==> src/rtl/inta_sequencer_if.sv <==
// CPU/cascade-facing acknowledge and data-bus bundle of the PIC
// priority and acknowledge stage.
interface inta_sequencer_if;
    logic       INTA_n;
    logic       Address_Write_Enable;
    logic       INT;
    logic [2:0] Interrupt_Location;
    logic       interruptExists;
    logic [7:0] Data_Out;
    logic       Data_Out_En;

    modport master (
        output INTA_n,
        output Address_Write_Enable,
        input  INT,
        input  Interrupt_Location,
        input  interruptExists,
        input  Data_Out,
        input  Data_Out_En
    );

    modport slave (
        input  INTA_n,
        input  Address_Write_Enable,
        output INT,
        output Interrupt_Location,
        output interruptExists,
        output Data_Out,
        output Data_Out_En
    );
endinterface

==> src/rtl/inta_sequencer.sv <==
// 8259-style priority resolver and two-pulse 8086 INTA sequencer
// with ISR bookkeeping, EOI/AEOI handling and vector drive.
module inta_sequencer #(
    parameter int         NUM_IR       = 8,
    parameter logic [2:0] SPURIOUS_LOC = 3'd7
) (
    input  logic              clk,
    input  logic              rst,
    input  logic [NUM_IR-1:0] IRR,
    input  logic [NUM_IR-1:0] IMR,
    input  logic [7:0]        ICW2,
    input  logic              AEOI,
    input  logic              EOI_Strobe,
    input  logic              EOI_Specific,
    input  logic [2:0]        EOI_Level,
    output logic [NUM_IR-1:0] IRR_Clear,
    output logic [NUM_IR-1:0] ISR,
    inta_sequencer_if.slave   bus
);
    typedef enum logic [1:0] {
        IDLE,
        ACK1,
        ACK2,
        DRIVE
    } state_t;

    state_t            state_q;
    state_t            state_d;
    logic              inta_d;
    logic              fall;
    logic              rise;
    logic [NUM_IR-1:0] req;
    logic [2:0]        cand;
    logic [2:0]        isr_low;
    logic              valid;
    logic              int_q;
    logic              int_d;
    logic [2:0]        loc_q;
    logic [2:0]        loc_d;
    logic              exists_q;
    logic              exists_d;
    logic [NUM_IR-1:0] isr_q;
    logic [NUM_IR-1:0] isr_d;
    logic [NUM_IR-1:0] irr_clr_q;
    logic [NUM_IR-1:0] irr_clr_d;
    logic [NUM_IR-1:0] set_mask;
    logic [NUM_IR-1:0] clr_mask;
    logic [7:0]        data_out;
    logic              data_out_en;
    logic              unused_icw2;

    assign unused_icw2 = &{1'b0, ICW2[2:0]};

    assign fall = inta_d & ~bus.INTA_n;
    assign rise = ~inta_d & bus.INTA_n;

    // Scan high to low so the lowest set index wins.
    always_comb begin
        req     = IRR & ~IMR;
        cand    = SPURIOUS_LOC;
        isr_low = '0;
        for (int i = NUM_IR - 1; i >= 0; i--) begin
            if (req[i])   cand    = 3'(i);
            if (isr_q[i]) isr_low = 3'(i);
        end
        valid = (req != '0) &&
                ((isr_q == '0) || (cand < isr_low));
    end

    always_ff @(posedge clk) begin
        if (rst) begin
            state_q   <= IDLE;
            inta_d    <= 1'b1;
            int_q     <= 1'b0;
            loc_q     <= SPURIOUS_LOC;
            exists_q  <= 1'b0;
            isr_q     <= '0;
            irr_clr_q <= '0;
        end else begin
            state_q   <= state_d;
            inta_d    <= bus.INTA_n;
            int_q     <= int_d;
            loc_q     <= loc_d;
            exists_q  <= exists_d;
            isr_q     <= isr_d;
            irr_clr_q <= irr_clr_d;
        end
    end

    always_comb begin
        state_d = state_q;
        unique case (state_q)
            IDLE:  if (fall) state_d = ACK1;
            ACK1:  if (rise) state_d = ACK2;
            ACK2:  if (fall) state_d = DRIVE;
            DRIVE: if (rise) state_d = IDLE;
            default: state_d = IDLE;
        endcase
    end

    always_comb begin
        int_d       = int_q;
        loc_d       = loc_q;
        exists_d    = exists_q;
        set_mask    = '0;
        clr_mask    = '0;
        irr_clr_d   = '0;
        data_out    = '0;
        data_out_en = 1'b0;
        if (EOI_Strobe) begin
            if (EOI_Specific)
                clr_mask = NUM_IR'(1) << EOI_Level;
            else if (isr_q != '0)
                clr_mask = NUM_IR'(1) << isr_low;
        end
        unique case (state_q)
            IDLE: begin
                int_d    = valid;
                loc_d    = cand;
                exists_d = valid;
                if (fall && valid) begin
                    set_mask  = NUM_IR'(1) << cand;
                    irr_clr_d = NUM_IR'(1) << cand;
                end else if (fall) begin
                    loc_d    = SPURIOUS_LOC;
                    exists_d = 1'b0;
                end
            end
            DRIVE: begin
                data_out    = {ICW2[7:3], loc_q};
                data_out_en = bus.Address_Write_Enable &
                              ~bus.INTA_n;
                if (rise && AEOI && exists_q)
                    clr_mask = clr_mask | (NUM_IR'(1) << loc_q);
            end
            default: ;
        endcase
        // Clear before set so a same-bit collision keeps the set.
        isr_d = (isr_q & ~clr_mask) | set_mask;
    end

    assign ISR                    = isr_q;
    assign IRR_Clear              = irr_clr_q;
    assign bus.INT                = int_q;
    assign bus.Interrupt_Location = loc_q;
    assign bus.interruptExists    = exists_q;
    assign bus.Data_Out           = data_out;
    assign bus.Data_Out_En        = data_out_en;
endmodule
==> src/flat_wrapper.sv <==
// flat-port wrapper written by rule: the top's interface ports become plain ports
module inta_sequencer_flat 
#(
    parameter int         NUM_IR       = 8,
    parameter logic [2:0] SPURIOUS_LOC = 3'd7
)
  (clk, rst, IRR, IMR, ICW2, AEOI, EOI_Strobe, EOI_Specific, EOI_Level, IRR_Clear, ISR, bus_INTA_n, bus_Address_Write_Enable, bus_INT, bus_Interrupt_Location, bus_interruptExists, bus_Data_Out, bus_Data_Out_En);
  inta_sequencer_if bus_i ();
  input  logic clk;
  input  logic rst;
  input  logic [NUM_IR-1:0] IRR;
  input  logic [NUM_IR-1:0] IMR;
  input  logic [7:0] ICW2;
  input  logic AEOI;
  input  logic EOI_Strobe;
  input  logic EOI_Specific;
  input  logic [2:0] EOI_Level;
  output logic [NUM_IR-1:0] IRR_Clear;
  output logic [NUM_IR-1:0] ISR;
  input wire logic [$bits(bus_i.INTA_n)-1:0] bus_INTA_n;
  input wire logic [$bits(bus_i.Address_Write_Enable)-1:0] bus_Address_Write_Enable;
  output wire logic [$bits(bus_i.INT)-1:0] bus_INT;
  output wire logic [$bits(bus_i.Interrupt_Location)-1:0] bus_Interrupt_Location;
  output wire logic [$bits(bus_i.interruptExists)-1:0] bus_interruptExists;
  output wire logic [$bits(bus_i.Data_Out)-1:0] bus_Data_Out;
  output wire logic [$bits(bus_i.Data_Out_En)-1:0] bus_Data_Out_En;
  assign bus_i.INTA_n = bus_INTA_n;
  assign bus_i.Address_Write_Enable = bus_Address_Write_Enable;
  assign bus_INT = bus_i.INT;
  assign bus_Interrupt_Location = bus_i.Interrupt_Location;
  assign bus_interruptExists = bus_i.interruptExists;
  assign bus_Data_Out = bus_i.Data_Out;
  assign bus_Data_Out_En = bus_i.Data_Out_En;
  inta_sequencer #(.NUM_IR(NUM_IR), .SPURIOUS_LOC(SPURIOUS_LOC)) u_core (.clk(clk), .rst(rst), .IRR(IRR), .IMR(IMR), .ICW2(ICW2), .AEOI(AEOI), .EOI_Strobe(EOI_Strobe), .EOI_Specific(EOI_Specific), .EOI_Level(EOI_Level), .IRR_Clear(IRR_Clear), .ISR(ISR), .bus(bus_i));
endmodule
==> config.mk <==
export PLATFORM = sky130hd
export DESIGN_NAME = inta_sequencer_flat
export DESIGN_NICKNAME = d
export VERILOG_FILES = /design/src/rtl/inta_sequencer_if.sv /design/src/rtl/inta_sequencer.sv /design/src/flat_wrapper.sv
export SDC_FILE = /design/constraint.sdc
export NUM_CORES = 1
export LEC_CHECK = 0
export CORE_ASPECT_RATIO = 1.75
export CORE_MARGIN = 1
export CORE_UTILIZATION = 43
export CTS_CLUSTER_SIZE = 14
export DETAILED_ROUTE_END_ITERATION = 6
export HOLD_SLACK_MARGIN = 0.05
export PLACE_DENSITY_LB_ADDON = 0.3
export SLEW_MARGIN = 5
export SYNTH_ARGS = -nofsm -noshare
export SYNTH_HDL_FRONTEND = slang
export SYNTH_SLANG_ARGS = --single-unit
==> constraint.sdc <==
create_clock -name clk -period 3.03 [get_ports clk]
set_input_delay 0.303 -clock clk [delete_from_list [all_inputs] [get_ports clk]]
set_output_delay 0.303 -clock clk [all_outputs]
set_load 0.01 [all_outputs]
; ---- After elaboration in Yosys (flattened, before gate mapping)
; Index checks and enable logic that the tools add are counted.
[totals]
register_bits = 24
in_bits = 34
out_inout_bits = 30
elab_cells = 73
[classes]
magnitude_cmp = 1
n_eq_ne = 7
shifts = 4
mux = 33
bitwise = 11
reduce_logical = 10
[ops]
columns = op, count
row1 = $mux W8, 8
row2 = $mux W3, 14
row3 = $shl A1 B3 Y8 const A, 4
row4 = $and A8 B8 Y8, 2
row5 = $not A8 Y8, 2
row6 = $or A8 B8 Y8, 2
row7 = $reduce_bool A8 Y1, 2
row8 = $mux W2, 6
row9 = $logic_not A8 Y1, 1
row10 = $ne A2 B1 Y1 const B, 4
row11 = $pmux W2 S4, 1
row12 = $eq A2 B2 Y1 const B, 2
row13 = $logic_and A1 B1 Y1, 4
row14 = $mux W1, 4
row15 = $reduce_and A4 Y1, 1
row16 = $and A1 B1 Y1, 3
row17 = $lt A3 B3 Y1, 1
row18 = $eq A2 B1 Y1 const B, 1
row19 = $logic_not A2 Y1, 1
row20 = $not A1 Y1, 2
row21 = $logic_or A1 B1 Y1, 1

; ---- Longest topological paths before layout
; Gate-level depths: netlist (run 1).
[logic_depth]
depth_word = 18
depth_mapped = 9
ltp_nobuf = 8

; ---- Least setup slack after synthesis (run 1)
; Ideal clock, no wire load.
[synth_timing]
path_kind = register to register
from = register u_core.isr_q[1], in the netlist u_core.ISR[1]
to = register u_core.irr_clr_q[1], in the netlist u_core.IRR_Clear[1]
setup_ns = 0.088
arrival_ns = 2.314
required_time_ns = 2.942
path_slack_ns = 0.629
path_stages_with_launch = 10
path_buffers = 2
synth_period_minus_slack_ns = 2.401
cell_sequence = dfxtp_1 or4_1 buf_2 nand2b_1 ha_1 a211oi_1 o21a_1 a21oi_2 buf_6 nor4_4
[synth_between]
elab_chain_cells = 8
elab_cells_between_ends = 9
cone_classes = 1 x order compare / 4 x mux / 4 x reduce/logical
[synth_rtl]
columns = item, line
row1 = from (decl), inta_sequencer.sv:42  ; logic [NUM_IR-1:0] isr_q;
row2 = from (signal assigned), inta_sequencer.sv:85  ; isr_q <= isr_d;
row3 = $mux W3 (2 in series), inta_sequencer.sv:64  ; if (isr_q[i]) isr_low = 3'(i);
row4 = $lt A3 B3 Y1, inta_sequencer.sv:67  ; ((isr_q == '0) || (cand < isr_low));
row5 = $logic_or A1 B1 Y1 (*), inta_sequencer.sv:67
row6 = $logic_and A1 B1 Y1 (*), inta_sequencer.sv:66  ; valid = (req != '0) &&
row7 = $logic_and A1 B1 Y1 (*), inta_sequencer.sv:121  ; if (fall && valid) begin
row8 = $mux W8 (*), inta_sequencer.sv:121
row9 = $mux W8 (*), n/a
row10 = to (signal assigned), inta_sequencer.sv:86  ; irr_clr_q <= irr_clr_d;
row11 = to (decl), inta_sequencer.sv:44  ; logic [NUM_IR-1:0] irr_clr_q;
; Every way passes the cells marked *; elsewhere a longest branch is shown, timed or not.
; A chain may end at the register's enable or synchronous reset.

; ---- Worst setup path after layout (run 1)
[layout_timing]
from = register u_core.isr_q[0], in the netlist u_core.ISR[0]
to = register u_core.isr_q[1], in the netlist u_core.ISR[1]
[layout_between]
elab_chain_cells = 11
elab_cells_between_ends = 19
cone_classes = 1 x order compare / 1 x shift / 8 x mux / 4 x bitwise / 5 x reduce/logical
[layout_rtl]
columns = item, line
row1 = $mux W3, inta_sequencer.sv:64
row2 = $shl A1 B3 Y8, inta_sequencer.sv:114  ; clr_mask = NUM_IR'(1) << isr_low;
row3 = $mux W8, inta_sequencer.sv:113  ; else if (isr_q != '0)
row4 = $mux W8, inta_sequencer.sv:111  ; if (EOI_Specific)
row5 = $mux W8, inta_sequencer.sv:110  ; if (EOI_Strobe) begin
row6 = $or A8 B8 Y8, inta_sequencer.sv:134  ; clr_mask = clr_mask | (NUM_IR'(1) << loc_q);
row7 = $mux W8, inta_sequencer.sv:133  ; if (rise && AEOI && exists_q)
row8 = $mux W8, inta_sequencer.sv:116  ; unique case (state_q)
row9 = $not A8 Y8, inta_sequencer.sv:139  ; isr_d = (isr_q & ~clr_mask) | set_mask;
row10 = $and A8 B8 Y8, inta_sequencer.sv:139
row11 = $or A8 B8 Y8 (*), inta_sequencer.sv:139
; Marked as above.

==> results of run 1 <==
where the power goes:
group | leakage, nW | total (mW) | switching [mW] | internal [mW]
Sequential | 0.196 | 0.380 | 0.0358 | 0.344
Combinational | 0.675 | 0.323 | 0.162 | 0.161
Clock | 0.0357 | 0.278 | 0.101 | 0.177
Total | 0.907 | 0.981 | 0.299 | 0.682
kinds of logic after synthesis:
| kind of cell | count (synthesis) | synth area share |
|---|---|---|
| and+or+nand+nor | 86 | 0.341 |
| DFF | 24 | 0.300 |
| AOI/OAI and AO/OA | 53 | 0.242 |
| buffers and inverters | 22 | 0.0570 |
| adders and majority gates | 6 | 0.0469 |
| muxes | 2 | 0.0125 |
worst max-delay path, stage by stage, from the launching register on:
cell and delay [ps]:
dfxtp_1 400, or4_1 670, nand2b_1 210, ha_1 290
a211oi_1 320, o21a_1 210, a21oi_2 190, o41ai_2 330
cell type report:
cell class / count / area share
flip-flops and latches: 24 / 0.207
multi-input cells: 147 / 0.443
well taps: 46 / 0.0247
repair buffers: 64 / 0.271
inverters: 15 / 0.0242
clock inverters: 1 / 0.0129
clock buffers: 3 / 0.0178
placed cells by master, fill, tap and decap left out, types with 3 or more instances in the layout:
| cell type | instances |
|---|---|
| a211oi_1 | 3 |
| a21oi_1 | 4 |
| a311oi_1 | 3 |
| and2_1 | 9 |
| and3b_1 | 3 |
| buf_4 | 4 |
| clkbuf_8 | 3 |
| clkdlybuf4s50_1 | 60 |
| dfxtp_1 | 24 |
| ha_1 | 6 |
| inv_1 | 15 |
| nand2_1 | 8 |
| nand2b_1 | 11 |
| nand3_1 | 4 |
| nand4b_1 | 4 |
| nor2_1 | 14 |
| nor2b_1 | 5 |
| nor3_1 | 6 |
| o21a_1 | 3 |
| o21ai_0 | 9 |
| o21ai_1 | 4 |
| o22ai_1 | 3 |
| o31ai_1 | 7 |
registers in the layout, indices dropped and copies added, names as in the netlist:
name                           cells
u_core.inta_d                      1
u_core.bus.Interrupt_Location      3
u_core.bus.interruptExists         1
u_core.state_q                     2
u_core.IRR_Clear                   8
u_core.ISR                         8
u_core.bus.INT                     1
per-stage QoR:
step | setup slack [ps] | cell area (um^2)
after floorplan | 629 | 1600
after global placement | 152 | 2250
after detailed placement | 111 | 2250
after CTS | 327 | 2330
after global routing | 143 | 2330
final | 321 | 2330
path summary, 6_finish.rpt:
kind | start | end | slack (ps) | depth (start not counted)
hold / removal | u_core.bus.INT | u_core.bus.INT | 490 | 2
setup reg to reg | u_core.ISR[0] | u_core.ISR[1] | 320 | 7
setup / recovery | u_core.ISR[0] | u_core.ISR[1] | 320 | 7
hold reg to reg | u_core.bus.INT | u_core.bus.INT | 490 | 2
metal layers:
layer / vias to the layer above / routed length (um) / global-route usage
met5: - / 0 / 0
met1: 806 / 1610 / 0.250
met3: 14 / 85 / 0.0196
met4: 0 / 153 / 0.108
li1: 840 / - / -
met2: 43 / 2340 / 0.411
==> run summary, run 1 <==
The flow ran to the end, and the final reports show no timing, DRC or antenna violations. For the number of global-route vias before repair, the log shows 1,468. Synthesis produced a netlist with a net count of 233. The final cell utilization of the core is 0.648. The number of port buffers was 60; the number of vias after detailed routing was 1,703. The worst setup path is of the reg2reg kind. The final HPWL from detailed placement was 3.40 mm; the register area was 480 um^2.

Averaged over all synthesized cells, the footprint is 8.30 um^2. The die is 48.1 um wide. The tools report the number of I/O pins as 64. The die is 82.7 um tall.

Derived from the worst setup path, the maximum achievable clock frequency is 369 MHz. Data on the critical path arrives at its endpoint at 2880 ps. The number of instances resized during post-cts repair is 0.

The register area share after synthesis came out at 0.300. The max-slew headroom at the worst pin was 0.539. The share of the synthesized area in the top cell type works out to 0.300. In this run the power density over the cells is 422 nW/um^2. The fraction of synthesis flops using an asynchronous set or reset pin works out to 0. The number of synthesis warnings was 0. The global placer's final weighted congestion was 0.883.

The number of enable flip-flop cells after synthesis is 0. Worst hold margin: 489 ps. The floorplan die area is 3980 um^2, and the gate count after technology mapping is 193.

The logs give 1030 um^2 for the area of combinational cells with multiple inputs and 0.981 mW for the sum of internal, switching and leakage power. The number of antenna violations at the first check in global routing came out at 0. Entering global routing, the biggest net connects 20 pins. For this run, the post-layout net count is 295.

The worst-path maximum fanout was 12; the global-route wire length before repair was 6.58 mm. Buffers added to address setup during post-CTS repair amount to 0. Relative to the synthesized area, the layout overhead comes to 45.2%. Summed over all cells, the static leakage comes to 0.907 nW. The total overflow left after global routing is 0. After filler insertion, the fill cell instance count of the layout stands at 304. In the post-synthesis netlist, the cell with the most instances is dfxtp_1. The actual slew at the worst max-slew pin is 691 ps.

The min-delay analysis places its worst path in the category reg2reg. Global-route usage over all layers: 0.228. The logs give 0.000418 V for the worst ir drop on vdd and 0 for the post-cts hold buffer count. The repair_antennas step left the layout with diodes totalling 0. After detailed routing, the total wire length is 4.19 mm. The run gives 4.79 ps as the worst clock skew.

For the final routed database, the setup TNS stands at 0 ps. By area the synthesized netlist is led by dfxtp_1 (30%), ha_1 (4.7%), nand2b_1 (4.3%). Setup repair after global routing left no endpoint under its margin. The max-slew violation count was 0; the number of synthesized register bits was 24. The remaining antenna violation count after routing came out at 0. The top flip-flop cell by instance count after synthesis was dfxtp_1.

Before antenna repair, the detailed router went through 4 iterations. The kind of end point of the critical path is a flop. Count of H-tree levels built during CTS: 1. Largest area contributor in the netlist: dfxtp_1. The tree built by TritonCTS fans out to 24 sinks.

The clock passes through at most 2 buffers. The effective utilization at floorplan was 0.446. The commonest cells after synthesis are dfxtp_1 (24), inv_1 (15), nor2_1 (14), nand2b_1 (11).

Using the TritonRoute via totals, the vias-per-cell ratio works out to 5.68. After detailed placement, the design holds a cell count of 296. The number of endpoints failing setup at the final stage is 0, and the post-route fraction of the period consumed by the critical path is 0.894. The detailed router's first-iteration violation count is 36.

The count of cells in the finished layout, fillers not included, comes to 300. Kind of start point of the critical path: a flop. The number of maximum-capacitance violations is 0, and the clock-pin transition on the worst setup and hold timing paths is 90 ps.

The post-layout minimum cycle time was 2710 ps. The run gives 0 as the hold violation total from the final report. Counting the buffers created by CTS gives 3.

The data required time of the worst path is 3200 ps, and the number of distinct library cells after synthesis is 56. In this run the clock root is driven by a clkbuf_8. The proportion of layout cells with a drive suffix above 1 came out at 0.0787.

The clock latency on the worst-skew pair was 270 ps. After synthesis the cells add up to 1600 um^2. TritonCTS built the clock tree. For this run, design rule violations remaining after detail routing come to 0.

The wire length per cell after detailed routing works out to 14.0 um. After floorplanning, the core was divided into 29 placement rows. The core region is 3590 um^2.
No activity file was read; power rests on OpenSTA's default activity.
==> inputs of run 2 (changes only) <==
--- a/config.mk
+++ b/config.mk
@@ -5,6 +5,7 @@
 export SDC_FILE = /design/constraint.sdc
 export NUM_CORES = 1
 export LEC_CHECK = 0
+export ABC_AREA = 1
 export CORE_ASPECT_RATIO = 1.75
 export CORE_MARGIN = 1
 export CORE_UTILIZATION = 43
==> run 2 against run 1 <==
Against the previous run:
- combinational power is 47% higher
- clock skew increased by 1.3 ps
- area after synthesis is 1.9% lower
- global-route usage up 1.6 points
- sequential share of layout area is 0.32 points higher
==> run summary, run 2 <==
The number of vias after detailed routing was 1,756 (+3.1%); the register area share after synthesis was 0.306 (+0.00573). The tree is rooted in a clkbuf_8. Logic depth of the worst path, buffers included: 4 (-3).

The post-layout minimum cycle time is 2140 ps (-573 ps). The logs give 3910 um^2 (-1.8%) for the floorplan die area and 347 (+16%) for the number of standard cells in the layout, taps in and fillers out. The launch instance of the worst min-delay path is u_core.bus.INT. The part of the power in the clock network was 0.237 (-0.046). TritonCTS built the clock tree. The clock latency on the worst-skew pair came out at 270 ps (about the same). The number of I/O pins is 64 (unchanged), and the ratio of routed vias to standard cells is 5.06 (-11%). Detailed router's first-iteration violation count: 33 (-8.3%).

Top flip-flop cell by instance count after synthesis: dfxtp_1. The global-route wire length before repair came out at 6.98 mm (+6.2%). The remaining antenna violation count after routing was 0 (unchanged). The worst setup path is captured at an output port.

The logs give 1 (unchanged) for the count of H-tree levels built during CTS and 2220 um^2 (-1.6%) for the post-placement cell area. The run gives 1830 ps (-1050 ps) as the worst path arrival time. The number of antenna violations at the first check in global routing is 0 (unchanged).

The flow ran to the end, and the final reports show no timing, DRC or antenna violations. The proportion of layout cells with a drive suffix above 1 came out at 0.0861 (+0.00735). Switching fraction of total power: 0.355 (+0.0495). Gate count after technology mapping: 240 (+24%). The tools report the number of distinct library cells after synthesis as 35 (-38%). The tools report the kind of start point of the critical path as a flop. The max-slew headroom at the worst pin was 0.768 (+0.229); the number of cells on the worst hold path was 2 (unchanged). The wire length per cell after detailed routing was 12.6 um (-9.6%); the setup slack on the worst flop-to-flop path was 970 ps (+650 ps). The logs give 1.09 nW (+20%) for the static leakage and 0.458 (+0.0119) for the effective utilization at floorplan. The tools report the terminating pin of the worst hold path as u_core.bus.INT. The mean instance size in the synthesized netlist came out at 6.55 um^2 (-21%). The DRC violations left is 0 (unchanged), and the number of global-route vias before repair is 1,733 (+18%).

The tools report the pin count of the biggest net entering global routing as 15 (-25%). The cell with the biggest individual delay on the critical path was clkdlybuf4s50_1. The largest total area in the synthesized netlist belongs to dfxtp_1. The number of buffer and inverter stages on the critical path was 2 (+2). For the number of detailed-routing iterations run before antenna repair, the log shows 4 (unchanged). The number of synthesized register bits was 24 (unchanged); the share of the synthesized area in the top cell type was 0.306 (+0.00573). The floorplan row count was 28 (-3.4%); the deepest clock path buffer count was 2 (unchanged). The part of the total power dissipated in combinational logic was 0.405 (+0.076).

The overall die height works out to 82.0 um (-0.92%). The startpoint identified for the worst register-to-register timing path is u_core.ISR[0]. The highest achievable clock rate came out at 468 MHz (+27%). The worst ir drop on vdd is 0.000387 V (-7.5%). The most common cell in the synthesized netlist was nand2_1. The synthesized area came out at 1570 um^2 (-1.9%). The number of post-CTS setup repair buffers was 0 (unchanged).

Setup repair after global routing left no endpoint under its margin. The critical path goes through ha_1 -> nand2_1 -> inv_1 -> clkdlybuf4s50_1. The run gives 0 (unchanged) as the number of instances resized during post-cts repair. The kind of critical path was reg2out. From synthesis to final layout, the design area changed by 45.8%. The worst-path maximum fanout was 11 (-1); the number of port buffers was 60 (unchanged).

The post-route fraction of the period consumed by the critical path was 0.705 (-0.189); the post-cts hold buffer count was 0 (unchanged). The final cell utilization of the core was 0.667 (+0.0198). On the critical path the largest part of the delay comes from buffers and inverters.

Ranked by instance count, the synthesized netlist is headed by nand2_1 (60), inv_1 (43), dfxtp_1 (24), nor2_1 (23), a21oi_1 (17). The count of cells along the worst register-to-register path is 11 (+4), and the global-route usage over all layers is 0.244 (+0.0165). The global placer's final weighted congestion was 0.860 (-2.6%). The total global routing overflow is 0 (unchanged). The tools report the number of maximum-capacitance violations as 0 (unchanged). The clock-pin transition on the worst setup and hold timing paths works out to 90 ps (about the same). Number of endpoints failing setup at the final stage: 0 (unchanged).

The worst clock skew was 6.07 ps (+1.28 ps); the core area was 3430 um^2 (-4.4%). Actual slew at the worst max-slew pin: 348 ps (-343 ps). The fraction of synthesis flops using an asynchronous set or reset pin is 0 (unchanged). The number of enable flip-flop cells after synthesis works out to 0 (unchanged). The data required time of the worst path is 2730 ps (-470 ps), and the die extent in x is 47.7 um (-0.90%). Total inserted antenna cells: 0 (unchanged). The final instance area was 2290 um^2 (-1.5%); the aggregate negative setup slack was 0 ps (unchanged). The logs give 470 ps (-19.1 ps) for the worst hold margin and 0.414 mW (+38%) for the switching power. The highest cell delay on the worst timing path works out to 550 ps (-120 ps). The part of the power in registers is 0.357 (-0.031).

The post-synth net total is 280 (+20%), and the total routed wirelength is 4.39 mm (+4.6%). The logs give 0.754 mW (+11%) for the internal power contribution and 0 (unchanged) for the max-slew violation count. Path category of the worst min-delay check: reg2reg.

The ratio of total power to cell area came out at 510 nW/um^2 (+21%). In the layout the commonest cells are nand2_1 (60), clkdlybuf4s50_1 (60), inv_1 (43). The logs give 0 (unchanged) for the hold violation total from the final report and 24 (unchanged) for the clock sink count.

The run gives 0 (unchanged) as the number of synthesis warnings. The critical register-to-register path endpoint was u_core.bus.Interrupt_Location[1]. The final HPWL from detailed placement came out at 3.59 mm (+5.6%). After synthesis, the cell types taking the most area are dfxtp_1 (31%), nand2_1 (14%), inv_1 (10%). The total CTS buffers is 3 (unchanged), and the cell total after placement is 343 (+16%). Net count reported at finish: 343 (+16%).
-- run 2: power by group through the flow --
stage	combinational (mW)	clock, mW	sequential (mW)
floorplan	0.262	0	0.428
global placement	0.457	0	0.424
detailed placement	0.470	0	0.423
CTS	0.474	0.280	0.417
global route	0.527	0.296	0.423
finish	0.474	0.277	0.417
-- run 2: how the worst max path moves through the flow --
stage	from	end	slack, ps
finish	u_core.state_q[0]	bus_Data_Out[2]	890
global route	u_core.state_q[0]	bus_Data_Out[2]	770
CTS	u_core.state_q[0]	bus_Data_Out[2]	880
detailed placement	IRR[1]	u_core.bus.Interrupt_Location[1]	700
global placement	IMR[3]	u_core.bus.Interrupt_Location[1]	720
floorplan	u_core.ISR[1]	u_core.bus.Interrupt_Location[1]	1190
-- run 2: worst min-delay path: cells and delay by family, from the launching register on --
family / cells / cell delay, ps
simple gates: 1 / 60
flops: 1 / 320
compound gates: 1 / 50
-- run 2: layer usage --
metal | track usage | wire length (um)
met1 | 0.227 | 1580
met2 | 0.484 | 2580
met3 | 0.0242 | 104
met4 | 0.106 | 124
met5 | 0 | 0
-- run 2: layout make-up --
cell class                      count  area [um^2]
Fill cell                         332         1140
Inverter                           49          184
Tap cell                           45         56.3
Clock buffer                        3         41.3
Multi-Input combinational cell    165          898
Timing Repair Buffer               60          601
Sequential cell                    24          480
Clock inverter                      1         30.0
-- run 2: stage by stage --
stage,power [mW],setup WS (ps)
after global placement,0.881,723
after CTS,1.17,879
after floorplan,0.690,1190
final,1.17,894
after detailed placement,0.893,695
after global routing,1.25,769
-- run 2: cell families after synthesis --
logic type | count (synthesis) | share of synthesized area
fa+ha+maj | 6 | 0.0478
compound gates | 44 | 0.177
simple gates | 115 | 0.347
flops | 24 | 0.306
buf+inv | 51 | 0.123
==> RTL change, RTL diff (flow settings as in run 1) <==
`isr_q` no longer has a reset.
--- a/src/rtl/inta_sequencer.sv
+++ b/src/rtl/inta_sequencer.sv
@@ -74,7 +74,6 @@
             int_q     <= 1'b0;
             loc_q     <= SPURIOUS_LOC;
             exists_q  <= 1'b0;
-            isr_q     <= '0;
             irr_clr_q <= '0;
         end else begin
             state_q   <= state_d;
@@ -82,9 +81,12 @@
             int_q     <= int_d;
             loc_q     <= loc_d;
             exists_q  <= exists_d;
-            isr_q     <= isr_d;
             irr_clr_q <= irr_clr_d;
         end
+    end
+
+    always_ff @(posedge clk) begin
+        isr_q <= isr_d;
     end
 
     always_comb begin
Check against the original RTL: differs if rst is asserted again (counterexample within 4 cycles, from zero or initial values and one cycle with rst high); with rst held inactive, the same outputs for 4 cycles.
==> RTL change against run 1 <==
  * Critical path depth grew 4
  * Worst setup slack got worse by 0.080 ns
  * Clock skew fell by 0.0040 ns
  * Final area rose by 0.32%
  * Synthesized cell count grew 1.6%
  * Register-to-register slack better by 0.08 ns
  * Highest routed layer unchanged
  * Sequential cell count is the same
  * Count of clock-buffer cells in the layout unchanged
  * Wire length is 7.1% higher
  * Area after synthesis fell by 1.2%
Power is not compared: it rests on default switching activity, and its combinational part moved more than twofold at a synthesized area within 25%.
==> RTL change: results (changes against run 1) <==
{
  "place_area": {"value": 2260, "unit": "um^2", "change": "+0.33%"},
  "synthMuxAreaShare": {"value": 0.632, "unit": "%", "change": "-0.62 points"},
  "drt-initial-drc-count": {"value": 42, "change": "+17%"},
  "gpl.final_weighted_congestion": {"value": 0.874, "change": "-1.0%"},
  "ys_seq_area_share": {"value": 30.4, "unit": "%", "change": "+0.36 points"},
  "area_occupied_by_multi_input_gates": {"value": 1020, "unit": "um^2", "change": "-0.97%"},
  "yosys.area_share.adder": {"value": 4.74, "unit": "%", "change": "+0.056 points"},
  "setup.reg_to_reg.worst_slack": {"value": 0.40, "unit": "ns", "change": "+0.08 ns"},
  "outcome": "completed",
  "half_perimeter_wire_length_after_placement": {"value": 3600, "unit": "um", "change": "+5.8%"},
  "final.setup_skew": {"value": 0.000784, "unit": "ns", "change": "-0.00401 ns"},
  "final.fill_count": {"value": 312, "change": "+2.6%"},
  "timing.hold.ws": {"value": 0.468, "unit": "ns", "change": "-0.0207 ns"},
  "netlist_top_cells_area": "sky130_fd_sc_hd__dfxtp_1, sky130_fd_sc_hd__ha_1, sky130_fd_sc_hd__nor2_1, sky130_fd_sc_hd__o31ai_1, sky130_fd_sc_hd__nand2_1",
  "r2r.worst_path.cells": {"value": 8, "change": "+1"},
  "dp_cells": {"value": 302, "change": "+2.0%"},
  "synth_cell_type_count": {"value": 44, "change": "-21%"},
  "grtUsageMet2": {"value": 46.6, "unit": "%", "change": "+5.5 points"},
  "pre_cts_slack": {"value": -0.00991, "unit": "ns", "change": "-0.121 ns"},
  "met1Wirelength": {"value": 1700, "unit": "um", "change": "+5.5%"},
  "fin_total_pwr_uw": 1860,
  "avgRoutedWirePerCell": {"value": 14.7, "unit": "um", "change": "+5.0%"},
  "num_vias": {"value": 1739, "change": "+2.1%"},
  "critical_path_arrival": {"value": 2.93, "unit": "ns", "change": "+0.05 ns"},
  "rr_endpoint": "u_core.ISR[1]",
  "grt_util_met3": {"value": 1.52, "unit": "%", "change": "-0.43 points"}
}
==> RTL change: cell types whose count changed after synthesis, moves of 3 or more <==
cell	change
sky130_fd_sc_hd__nor2b_1	+4
sky130_fd_sc_hd__a311oi_1	-3
sky130_fd_sc_hd__nand2_1	+7
sky130_fd_sc_hd__inv_1	-5
sky130_fd_sc_hd__nand2b_1	-3
sky130_fd_sc_hd__and3b_1	-3
sky130_fd_sc_hd__nand4b_1	-4
sky130_fd_sc_hd__nor3_2	+3
==> RTL change: worst max-delay path, cell delays in order <==
cell	delay, ns
sky130_fd_sc_hd__clkdlybuf4s50_1	0.45
sky130_fd_sc_hd__nor2b_1	0.33
sky130_fd_sc_hd__nor3_1	0.17
sky130_fd_sc_hd__nand2_1	0.15
sky130_fd_sc_hd__inv_1	0.08
sky130_fd_sc_hd__ha_1	0.30
sky130_fd_sc_hd__o21a_1	0.13
sky130_fd_sc_hd__o22ai_2	0.09
sky130_fd_sc_hd__and3_1	0.22
sky130_fd_sc_hd__a21oi_2	0.53
sky130_fd_sc_hd__o22ai_2	0.17
==> RTL change: cell type report <==
type	count	area share, %
Multi-Input combinational cell	154	43.7
Timing Repair Buffer	69	28.6
Sequential cell	24	20.6
Tap cell	45	2.41
Clock buffer	3	1.77
Inverter	10	1.61
Clock inverter	1	1.29
==> RTL change: worst max-delay path by stage <==
stage | slack (ns) | to | from
6_report | 0.24 | u_core.ISR[1] | IRR[2]
5_1_grt | 0.02 | u_core.ISR[1] | IRR[2]
4_1_cts | 0.24 | u_core.ISR[1] | IRR[5]
3_5_place_dp | -0.01 | u_core.ISR[1] | IRR[5]
3_3_place_gp | 0.04 | u_core.ISR[1] | IRR[5]
2_1_floorplan | 0.70 | u_core.ISR[4] | u_core.ISR[0]
